$ cat src/rtl/uart_tx_if.sv
// Byte-request / serial-line bundle of the host-link UART transmitter.
// master drives the request side, slave is the transmitter.
interface uart_tx_if;
    logic       iTxStart;
    logic [7:0] iTxByte;
    logic       oTxReady;
    logic       oTxBusy;
    logic       oTxSerial;
    logic       oTxDone;

    modport master (
        output iTxStart,
        output iTxByte,
        input  oTxReady,
        input  oTxBusy,
        input  oTxSerial,
        input  oTxDone
    );

    modport slave (
        input  iTxStart,
        input  iTxByte,
        output oTxReady,
        output oTxBusy,
        output oTxSerial,
        output oTxDone
    );
endinterface

$ cat src/rtl/uart_tx.sv
// 8N1 UART transmitter with a one-entry holding register for gapless frames.
// Optional parity bit when UART_TX_PARITY_EN is defined (PARITY_ODD selects odd).
module uart_tx #(
    parameter int CLK_FREQ     = 125_000_000,
    parameter int BAUD_RATE    = 115_200,
    parameter int CLKS_PER_BIT = CLK_FREQ / BAUD_RATE,
    parameter int STOP_BITS    = 1
`ifdef UART_TX_PARITY_EN
    ,
    parameter bit PARITY_ODD   = 1'b0
`endif
) (
    input logic      iClk,
    input logic      iRstn,
    uart_tx_if.slave tx
);

    localparam int CW = $clog2(CLKS_PER_BIT) + 1;
    localparam logic [CW-1:0] BIT_LAST  = CW'(CLKS_PER_BIT - 1);
    localparam logic [CW-1:0] STOP_LAST = CW'(STOP_BITS * CLKS_PER_BIT - 1);
    localparam logic [CW-1:0] ONE       = CW'(1);

    localparam logic [2:0] S_IDLE   = 3'd0;
    localparam logic [2:0] S_START  = 3'd1;
    localparam logic [2:0] S_DATA   = 3'd2;
    localparam logic [2:0] S_STOP   = 3'd3;
    localparam logic [2:0] S_DONE   = 3'd4;
`ifdef UART_TX_PARITY_EN
    localparam logic [2:0] S_PARITY = 3'd5;
`endif

    logic [2:0]    state;
    logic [CW-1:0] cnt;
    logic [2:0]    idx;
    logic [7:0]    shift;
    logic [7:0]    holdByte;
    logic          holdFull;
    logic          serial;
    logic          done;
`ifdef UART_TX_PARITY_EN
    logic          parBit;
`endif

    logic accept;
    logic bitEnd;
    logic stopEnd;

    assign accept  = tx.iTxStart && !holdFull;
    assign bitEnd  = (cnt == BIT_LAST);
    assign stopEnd = (cnt == STOP_LAST);

    always_ff @(posedge iClk) begin
        if (!iRstn) begin
            state    <= S_IDLE;
            cnt      <= '0;
            idx      <= '0;
            shift    <= '0;
            holdByte <= '0;
            holdFull <= 1'b0;
            serial   <= 1'b1;
            done     <= 1'b0;
`ifdef UART_TX_PARITY_EN
            parBit   <= 1'b0;
`endif
        end else begin
            done <= 1'b0;

            // An accept always wins the holding register over a load.
            if (accept) begin
                holdFull <= 1'b1;
                holdByte <= tx.iTxByte;
            end else if (holdFull && (state == S_IDLE || state == S_DONE)) begin
                holdFull <= 1'b0;
            end

            case (state)
                S_IDLE, S_DONE: begin
                    cnt <= '0;
                    idx <= '0;
                    if (holdFull) begin
                        state  <= S_START;
                        shift  <= holdByte;
                        serial <= 1'b0;
`ifdef UART_TX_PARITY_EN
                        parBit <= (^holdByte) ^ PARITY_ODD;
`endif
                    end else begin
                        state  <= S_IDLE;
                        serial <= 1'b1;
                    end
                end

                S_START: begin
                    if (bitEnd) begin
                        cnt    <= '0;
                        idx    <= '0;
                        state  <= S_DATA;
                        serial <= shift[0];
                    end else begin
                        cnt <= cnt + ONE;
                    end
                end

                S_DATA: begin
                    if (bitEnd) begin
                        cnt   <= '0;
                        idx   <= idx + 3'd1;
                        shift <= {1'b0, shift[7:1]};
                        if (idx == 3'd7) begin
`ifdef UART_TX_PARITY_EN
                            state  <= S_PARITY;
                            serial <= parBit;
`else
                            state  <= S_STOP;
                            serial <= 1'b1;
`endif
                        end else begin
                            serial <= shift[1];
                        end
                    end else begin
                        cnt <= cnt + ONE;
                    end
                end

`ifdef UART_TX_PARITY_EN
                S_PARITY: begin
                    if (bitEnd) begin
                        cnt    <= '0;
                        state  <= S_STOP;
                        serial <= 1'b1;
                    end else begin
                        cnt <= cnt + ONE;
                    end
                end
`endif

                S_STOP: begin
                    if (stopEnd) begin
                        cnt    <= '0;
                        state  <= S_DONE;
                        serial <= 1'b1;
                        done   <= 1'b1;
                    end else begin
                        cnt <= cnt + ONE;
                    end
                end

                default: begin
                    state  <= S_IDLE;
                    cnt    <= '0;
                    idx    <= '0;
                    serial <= 1'b1;
                end
            endcase
        end
    end

    assign tx.oTxReady  = !holdFull;
    assign tx.oTxBusy   = (state != S_IDLE);
    assign tx.oTxSerial = serial;
    assign tx.oTxDone   = done;

endmodule

$ cat src/flat_wrapper.sv
// flat-port wrapper written by rule: the top's interface ports become plain ports
module uart_tx_flat 
#(
    parameter int CLK_FREQ     = 125_000_000,
    parameter int BAUD_RATE    = 115_200,
    parameter int CLKS_PER_BIT = CLK_FREQ / BAUD_RATE,
    parameter int STOP_BITS    = 1

)
  (iClk, iRstn, tx_iTxStart, tx_iTxByte, tx_oTxReady, tx_oTxBusy, tx_oTxSerial, tx_oTxDone);
  uart_tx_if tx_i ();
  input logic iClk;
  input logic iRstn;
  input wire logic [$bits(tx_i.iTxStart)-1:0] tx_iTxStart;
  input wire logic [$bits(tx_i.iTxByte)-1:0] tx_iTxByte;
  output wire logic [$bits(tx_i.oTxReady)-1:0] tx_oTxReady;
  output wire logic [$bits(tx_i.oTxBusy)-1:0] tx_oTxBusy;
  output wire logic [$bits(tx_i.oTxSerial)-1:0] tx_oTxSerial;
  output wire logic [$bits(tx_i.oTxDone)-1:0] tx_oTxDone;
  assign tx_i.iTxStart = tx_iTxStart;
  assign tx_i.iTxByte = tx_iTxByte;
  assign tx_oTxReady = tx_i.oTxReady;
  assign tx_oTxBusy = tx_i.oTxBusy;
  assign tx_oTxSerial = tx_i.oTxSerial;
  assign tx_oTxDone = tx_i.oTxDone;
  uart_tx #(.CLK_FREQ(CLK_FREQ), .BAUD_RATE(BAUD_RATE), .CLKS_PER_BIT(CLKS_PER_BIT), .STOP_BITS(STOP_BITS)) u_core (.iClk(iClk), .iRstn(iRstn), .tx(tx_i));
endmodule
$ cat config.mk
export PLATFORM = sky130hd
export DESIGN_NAME = uart_tx_flat
export DESIGN_NICKNAME = d
export VERILOG_FILES = /design/src/rtl/uart_tx_if.sv /design/src/rtl/uart_tx.sv /design/src/flat_wrapper.sv
export SDC_FILE = /design/constraint.sdc
export NUM_CORES = 1
export LEC_CHECK = 0
export ABC_AREA = 1
export CORE_ASPECT_RATIO = 1.5
export CORE_MARGIN = 2
export CORE_UTILIZATION = 29
export DETAILED_ROUTE_END_ITERATION = 12
export GPL_TIMING_DRIVEN = 1
export PLACE_DENSITY_LB_ADDON = 0.05
export SLEW_MARGIN = 5
export SYNTH_ARGS = -nofsm -noshare
export SYNTH_HDL_FRONTEND = slang
export SYNTH_SLANG_ARGS = --single-unit
export TNS_END_PERCENT = 100
$ cat constraint.sdc
create_clock -name iClk -period 4.55 [get_ports iClk]
set_clock_uncertainty 0.15 [all_clocks]
set_input_delay 0.91 -clock iClk [delete_from_list [all_inputs] [get_ports iClk]]
set_output_delay 0.91 -clock iClk [all_outputs]
set_load 0.005 [all_outputs]
# Word level (Yosys, flattened, before mapping)
# Cells that the tools add are included.
word_totals:
  regBits: 37
  output_inout_bits: 4
  word_cells: 61
op_classes:
  add_sub_neg: 2
  n_eq_ne: 11
  muxes: 21
  bitwise_logic: 3
  n_reduce_logical: 16
op_table:
  columns: ["operator", "count"]
  rows:
  - ["3-bit two-way mux", 6]
  - ["8-bit two-way mux", 2]
  - ["8-bit one-hot mux with 2 select lines", 1]
  - ["12-bit by 1-bit adder with 12-bit output (second input constant)", 1]
  - ["12-bit by 11-bit equality test with 1-bit output (second input constant)", 1]
  - ["3-bit one-hot mux with 4 select lines", 1]
  - ["2-bit by 1-bit != test with 1-bit output (second input constant)", 5]
  - ["1-bit two-way mux", 9]
  - ["3-bit one-hot mux with 3 select lines", 1]
  - ["3-bit AND reduction", 3]
  - ["3-bit by 2-bit equality test with 1-bit output (second input constant)", 2]
  - ["3-bit equality test (second input constant)", 2]
  - ["3-bit OR reduction", 2]
  - ["1-bit one-hot mux with 4 select lines", 1]
  - ["4-bit AND reduction", 1]
  - ["2-bit nonzero test", 2]
  - ["3-bit by 1-bit adder with 3-bit output (second input constant)", 1]
  - ["3-bit by 1-bit equality test with 1-bit output (second input constant)", 1]
  - ["3-bit logical NOT", 1]
  - ["1-bit inverter", 3]
  - ["3-bit nonzero test", 1]
  - ["1-bit logical AND", 2]
  - ["2-bit AND reduction", 1]
  - ["2-bit OR reduction", 1]
  - ["other kinds (2)", 2]

# Depth between registers and ports, before layout
# Gate-level depths: netlist of run 1.
logic_depth:
  depth_word: 5
  mapped_depth: 10
  depth_no_buf: 9

# Least setup slack after synthesis of run 1
# No wires, ideal clock.
synth_path:
  path_type: "input to register"
  from: "input port tx_iTxStart"
  to: "register u_core.holdByte[0]"
  setup_time_ns: 0.116
  t_arrival_ns: 1.508
  path_slack_ns: 2.776
  stages: 5
  path_buffers: 0
  path_cell_list: "inv_1 > nor2_1 > inv_1 > nor2_1 > nor2_1"
synth_via:
  elab_chain_cells: 1
synth_rtl:
  columns: ["item", "line_no", "text"]
  rows:
  - ["from (decl)", "flat_wrapper.sv:14", "input wire logic [$bits(tx_i.iTxStart)-1:0] tx_iTxStart;"]
  - ["1-bit logical AND", "uart_tx.sv:48", "assign accept = tx.iTxStart && !holdFull;"]
  - ["to (signal assigned)", "uart_tx.sv:71", "holdByte <= tx.iTxByte;"]
  - ["to (decl)", "uart_tx.sv:36", "logic [7:0] holdByte;"]
# No other way between the ends.
# A chain may end at the register's enable or synchronous reset.

# Final worst setup path of run 1
layout_path:
  from: "register u_core.state[0]"
  to: "output port tx_oTxBusy"
layout_via:
  elab_chain_cells: 1
layout_rtl:
  columns: ["item", "line_no", "text"]
  rows:
  - ["from (decl)", "uart_tx.sv:32", "logic [2:0] state;"]
  - ["from (signal assigned)", "uart_tx.sv:54", "state <= S_IDLE;"]
  - ["from (signal assigned)", "uart_tx.sv:81", "state <= S_START;"]
  - ["from (signal assigned)", "uart_tx.sv:88", "state <= S_IDLE;"]
  - ["3-bit nonzero test", "uart_tx.sv:159", "assign tx.oTxBusy = (state != S_IDLE);"]
  - ["to (decl)", "flat_wrapper.sv:17", "output wire logic [$bits(tx_i.oTxBusy)-1:0] tx_oTxBusy;"]
# No other way between the ends.

==> impl_results.md, run 1 <==
* Status: complete, no violations
* Arrival @ worst endpoint at 1.49 ns
* Commonest non-fill, non-tap cell in the layout: nand2_1
* DP HPWL at 2985 µm
* Ant. Diodes at 0
* Via count at 1457
* Number of synthesized register bits at 37
* Pwr Density at 532.7 nW/µm²
* Part of the cycle the worst path needs at 56.01%
* Unrepaired setup endpoints after global routing: no
* Hold depth at 2
* Placer Congestion at 0.7468
* Worst Hold End: u_core.shift[2]
* CP delay by family, top: buffers and inverters
* Reg2reg path depth at 7
* Largest net degree at the start of global routing at 16
* Yosys warning count at 0
* Synth-to-layout area growth at 18.87%
* Pre-antenna DRT Iters at 4
* Synth area leader: dfxtp_1
* H-tree Lvls at 2
* Initial drt markers at 55
* Setup TNS at 0 ns
* Hold Crit Class: flop to flop
* Layout Nets at 265
* Worst-path fanout max at 5
* Wire length of the first global-routing pass at 6665 µm
* DP Area at 1886 µm²
* Fin. Hold Viols at 0
* FF-to-FF End: u_core.shift[6]
* CP Data Required Time at 3.49 ns
* Final WL at 3915 µm
* Top cell type's share of synthesized area at 43.98%
* Syn Nets at 249
* Final Critical Period at 2.548 ns
* Crit Path Category: flop to primary output
* Worst IR Drop VDD at 0.2838 mV
* Final Setup Violations at 0
* Drc violations at 0
* Reg2Reg Setup Slack at 2.64 ns
* Die height at 97.33 µm
* Die X at 66.22 µm
* Register area share after synthesis at 43.98%
* Footprint of the multi-input gates at 825.8 µm²
* Clk sinks at 37
* Initial Utilization at 29.54%
* Worst Max-Slew Pin Slew at 0.5254 ns
* GR Util All Layers at 13.69%
* Port bufs at 14
* Critical path's slowest cell: clkdlybuf4s50_1
* Max Root-Sink Buffers at 2
* Post-Syn Instances at 234
* Largest cells by area after synthesis: dfxtp_1, nand2_1, nor2_1
* Clock Latency Late Sink at 0.29 ns
* CTS Buf Count at 5
* Routed wire per std cell at 12.12 µm
* Vias in the first global route at 1456
* Core Rows at 34
* Total grt overflow at 0
* Max-cap violations at 0
* Clock slew at reported path FFs at 0.07 ns
* Slew headroom at 64.86%
* Worst reg2reg path startpoint: u_core.state[0]
* Full die area at 6445 µm²
* Most frequent cells in the layout: nand2_1, nor2_1, dfxtp_1, inv_1, nand3_1
* Max stage delay on crit path at 0.47 ns
* Clock Tree Root: clkbuf_8
* Pleak at 0.8136 nW
* CTS tree: yes
* Setup Buffers After CTS at 0
* Filler Cells Inserted at 650
* Layout cells sized above 1 at 7.171%
* Via/cell ratio at 4.511
* Routed Antenna Nets at 0
* Worst Setup Start Kind: flop
* CORE AREA at 5700 µm²
* Crit-path cells: nor2_1, nand2_1, clkdlybuf4s50_1
* Design area at 2002 µm²
* Boundary pin count at 15
* Synthesized cell area at 1684 µm²
* Hold buffer count at cts at 0
* Post-synth cell types at 27
* Buf/Inv on CP at 1
* Max Clk Rate at 392.4 MHz
* Initial antenna violation count at 0
* Setup crit end kind: primary output
* Synthesized area per cell at 7.197 µm²
* Hold_sp: u_core.shift[2]
* Cts repair resizes at 0
* Slew Limit Fails at 0
* Stages on the worst setup path at 3
* Register Area at 740.7 µm²
-- routing by layer --
| layer | wire, µm | GRT usage [%] | share of wire, % |
|---|---|---|---|
| met1 | 1513 | 14.03 | 39 |
| met2 | 2231 | 25.46 | 57 |
| met3 | 90 | 2.781 | 2.3 |
| met4 | 80 | 6.122 | 2.0 |
| met5 | 0 | 0 | 0 |
-- worst reg2reg max path: stages, from the launching register on --
cell,delay (ns)
dfxtp_1,0.35
nor2_1,0.09
nand2_1,0.26
inv_1,0.40
nand2_2,0.20
nand2_2,0.19
nand2_1,0.07
a21oi_1,0.13
-- synth_stat cells --
cell type	n
a211oi_1	1
nand4_1	1
o21ai_1	1
nand3_4	1
xor2_1	5
a31oi_1	1
or2_2	1
inv_4	1
nand2_1	58
o211ai_1	1
inv_1	22
or2_0	1
dfxtp_1	37
buf_6	1
o21ai_0	12
nand2_2	2
a21oi_1	13
nand3_1	18
nor2_2	1
nor2_4	1
clkbuf_1	2
ha_1	4
buf_2	2
nor2_1	39
nand2_4	2
nor3_1	4
a21oi_2	2
-- power breakdown --
group,internal [mW],switching (mW),leakage [nW]
Clock,0.179,0.115,0.0585
Sequential,0.374,0.0343,0.302
Combinational,0.126,0.238,0.453
Total,0.679,0.387,0.814
-- per-stage QoR --
stage / util [%] / worst slack, ns / power, mW / hold WS, ns / cells
2_1_floorplan: - / 2.776 / 0.6824 / 0.2796 / 234
3_3_place_gp: 33.08 / 1.941 / 0.7956 / 0.3037 / 315
3_5_place_dp: 33.08 / 1.931 / 0.7888 / 0.3091 / 315
4_1_cts: 35.12 / 1.967 / 1.088 / 0.3197 / 323
5_1_grt: 35.12 / 1.906 / 1.147 / 0.3302 / 323
6_report: 35.12 / 2.002 / 1.066 / 0.3186 / 323
-- cells by family (layout without fill, tap and decap cells) --
family                   count (synthesis)  count (layout)  share of synthesized area, %
adder cells (fa/ha/maj)                  4               4                         2.972
AND/OR/NAND/NOR                        129             129                         33.43
buffers and inverters                   28              45                         6.984
XOR/XNOR                                 5               5                         2.600
flip-flops                              37              37                         43.98
AO/OA/AOI/OAI                           31              31                         10.03
-- final cells by class --
| type | count | area share [%] |
|---|---|---|
| inverter | 23 | 4.438 |
| multi-input combinational | 169 | 41.25 |
| tap | 72 | 4.500 |
| clock buffer | 7 | 4.313 |
| clock inverter | 1 | 1.500 |
| timing repair buffer | 14 | 7.000 |
| sequential | 37 | 37.00 |
-- state kept, by name, summed over array words and instances (netlist names) --
| signal | cells |
|---|---|
| u_core.tx.oTxDone | 1 |
| u_core.holdByte | 8 |
| u_core.cnt | 12 |
| u_core.idx | 3 |
| u_core.holdFull | 1 |
| u_core.shift | 8 |
| u_core.state | 3 |
| u_core.tx.oTxSerial | 1 |
-- how the worst max path moves through the flow --
stage / end / slack, ns / startpoint
after CTS: tx_oTxBusy / 1.97 / u_core.state[0]
after global placement: u_core.tx.oTxDone / 1.94 / iRstn
final: tx_oTxBusy / 2.00 / u_core.state[0]
after floorplan: u_core.holdByte[0] / 2.78 / tx_iTxStart
after global routing: tx_oTxBusy / 1.91 / u_core.state[0]
after detailed placement: u_core.tx.oTxDone / 1.93 / iRstn
No activity file was read; power rests on OpenSTA's default activity.
==> inputs of run 2 (changes only) <==
==> constraint.sdc (replaced) <==
create_clock -name iClk -period 2.1 [get_ports iClk]
set_clock_uncertainty 0.15 [all_clocks]
set_input_delay 0.42 -clock iClk [delete_from_list [all_inputs] [get_ports iClk]]
set_output_delay 0.42 -clock iClk [all_outputs]
set_load 0.005 [all_outputs]
==> run 2 against run 1 <==
Against the previous run:
- critical path depth unchanged
- die area unchanged
- via count decreased by 0.82%
- critical path type unchanged
- count of clock-buffer cells in the layout decreased by 1
- clock power increased by 65%
- final cell count increased by 1.5%
- highest routed layer unchanged
- register-to-register slack got worse by 2.1 ns
==> impl_results.md, run 2 (synthesized netlist as in run 1, its figures left out) <==
* P_sw at 0.8283 mW
* Max stage delay on crit path at 0.44 ns
* Pwr Density at 1084 nW/µm²
* Met1 Use GR at 15.37%
* Unrepaired setup endpoints after global routing: no
* Power share of the sequential group at 40.7%
* Vias in the first global route at 1538
* Worst Setup Start Kind: flop
* Crit-path cells: nor2_1, nand2_1, clkdlybuf4s50_1
* Non-Filler Instances at 328
* Largest Register: u_core.cnt
* Clock Tree Root: clkbuf_8
* Routed wire per std cell at 11.29 µm
* CTS Buf Count at 5
* Most frequent cells in the layout: nand2_1, nor2_1, dfxtp_1, inv_1, nand3_1
* Setup TNS at 0 ns
* Largest net degree at the start of global routing at 15
* Post-Place Cells at 320
* Cts repair resizes at 0
* Comb pwr share at 36.9%
* Clock slew at reported path FFs at 0.08 ns
* Crit Path Category: flop to primary output
* Max Clk Rate at 516.3 MHz
* Max FFs per register at 12
* Wire length of the first global-routing pass at 6693 µm
* Filler Cells Inserted at 658
* Layout cells sized above 1 at 8.984%
* Critical path's slowest cell: clkdlybuf4s50_1
* Grt peak-use layer: met2
* Hold Crit Class: flop to flop
* Max Root-Sink Buffers at 2
* Sw frac at 38.11%
* Clk pwr share at 22.3%
* Met3 usage at 3.476%
* Arrival @ worst endpoint at 1.37 ns
* Worst IR Drop VDD at 0.3319 mV
* DP HPWL at 2836 µm
* Ant. Diodes at 0
* Boundary pin count at 15
* Final Critical Period at 1.937 ns
* Initial drt markers at 65
* CORE AREA at 5700 µm²
* Cell internal pwr at 1.345 mW
* Via count at 1445
* Layout Nets at 270
* Slew Limit Fails at 0
* Placer Congestion at 0.6995
* Pleak at 0.8243 nW
* Status: complete, no violations
* Fin. Hold Viols at 0
* CP Data Required Time at 1.53 ns
* Final WL at 3704 µm
* CTS tree: yes
* Pre-antenna DRT Iters at 4
* Initial antenna violation count at 0
* Largest regs: u_core.cnt: 12 flops, u_core.holdByte: 8 flops, u_core.shift: 8 flops
* Clk sinks at 37
* Slew headroom at 77.50%
* Synth-to-layout area growth at 19.09%
* H-tree Lvls at 2
* Core Rows at 34
* Die X at 66.22 µm
* Pre-CTS WS at 0.4250 ns
* Final WS setup at 0.1630 ns
* Max-cap violations at 0
* Port bufs at 14
* Full die area at 6445 µm²
* Initial Utilization at 29.54%
* Reg2Reg Setup Slack at 0.51 ns
* Drc violations at 0
* Final Setup Violations at 0
* Die height at 97.33 µm
* Commonest non-fill, non-tap cell in the layout: nand2_1
* Routed Antenna Nets at 0
* GR Util All Layers at 13.42%
* Via/cell ratio at 4.405
* Worst Max-Slew Pin Slew at 0.3365 ns
* Total grt overflow at 0
* Grt met2 use at 22.69%
* Clock Latency Late Sink at 0.29 ns
* Hold buffer count at cts at 0
* Worst-path fanout max at 5
* Part of the cycle the worst path needs at 92.24%
* Setup crit end kind: primary output
* Setup Buffers After CTS at 0
-- run 2: cell types whose count changed in the layout (fill, tap and decap cells not counted), sizes merged --
cell,previous run,this run
bufinv,1,0
clkinv,0,2
buf,0,5
clkbuf,7,6
-- run 2: final timing paths --
| check | start | cells past startpoint | to |
|---|---|---|---|
| max | u_core.state[0] | 3 | tx_oTxBusy |
| min | u_core.cnt[0] | 1 | u_core.cnt[0] |
| max reg2reg | u_core.cnt[0] | 9 | u_core.shift[4] |
| min reg2reg | u_core.cnt[0] | 1 | u_core.cnt[0] |
-- run 2: per-stage QoR --
step                utilization, %  cell area (µm²)  power, mW  hold slack [ns]
floorplan                        -             1684      1.479           0.2796
global placement             33.74             1923      1.730           0.2934
detailed placement           33.74             1923      1.714           0.3026
CTS                          35.18             2006      2.213           0.3145
global route                 35.18             2006      2.379           0.3354
finish                       35.18             2006      2.174           0.3162
-- run 2: power by group through the flow --
stage                     sequential (mW)  combinational [mW]  clock [mW]
after floorplan                     0.883               0.596           0
after global routing                0.904               0.937       0.538
after CTS                           0.887               0.817       0.509
final                               0.885               0.803       0.486
after global placement              0.906               0.824           0
after detailed placement            0.902               0.812           0
-- run 2: area by class of cell --
type                            instances  area (µm²)  share of cell area [%]
Timing Repair Buffer                   19       177.7                   8.858
Inverter                               23       88.84                   4.429
Clock buffer                            6       72.57                   3.618
Sequential cell                        37       740.7                   36.93
Multi-Input combinational cell        169       825.8                   41.17
Tap cell                               72       90.09                   4.492
Clock inverter                          2       10.01                  0.4991
-- run 2: layer usage --
metal	wire, µm	share of wire (%)
met3	83	2.2
met1	1658	45
met2	1848	50
met4	113	3.1
met5	0	0
-- run 2: critical path: cells and delay by family (launching register included) --
kind / cells / cell delay (ns)
buffers and inverters: 1 / 0.44
flip-flops: 1 / 0.35
AND/OR/NAND/NOR: 2 / 0.28
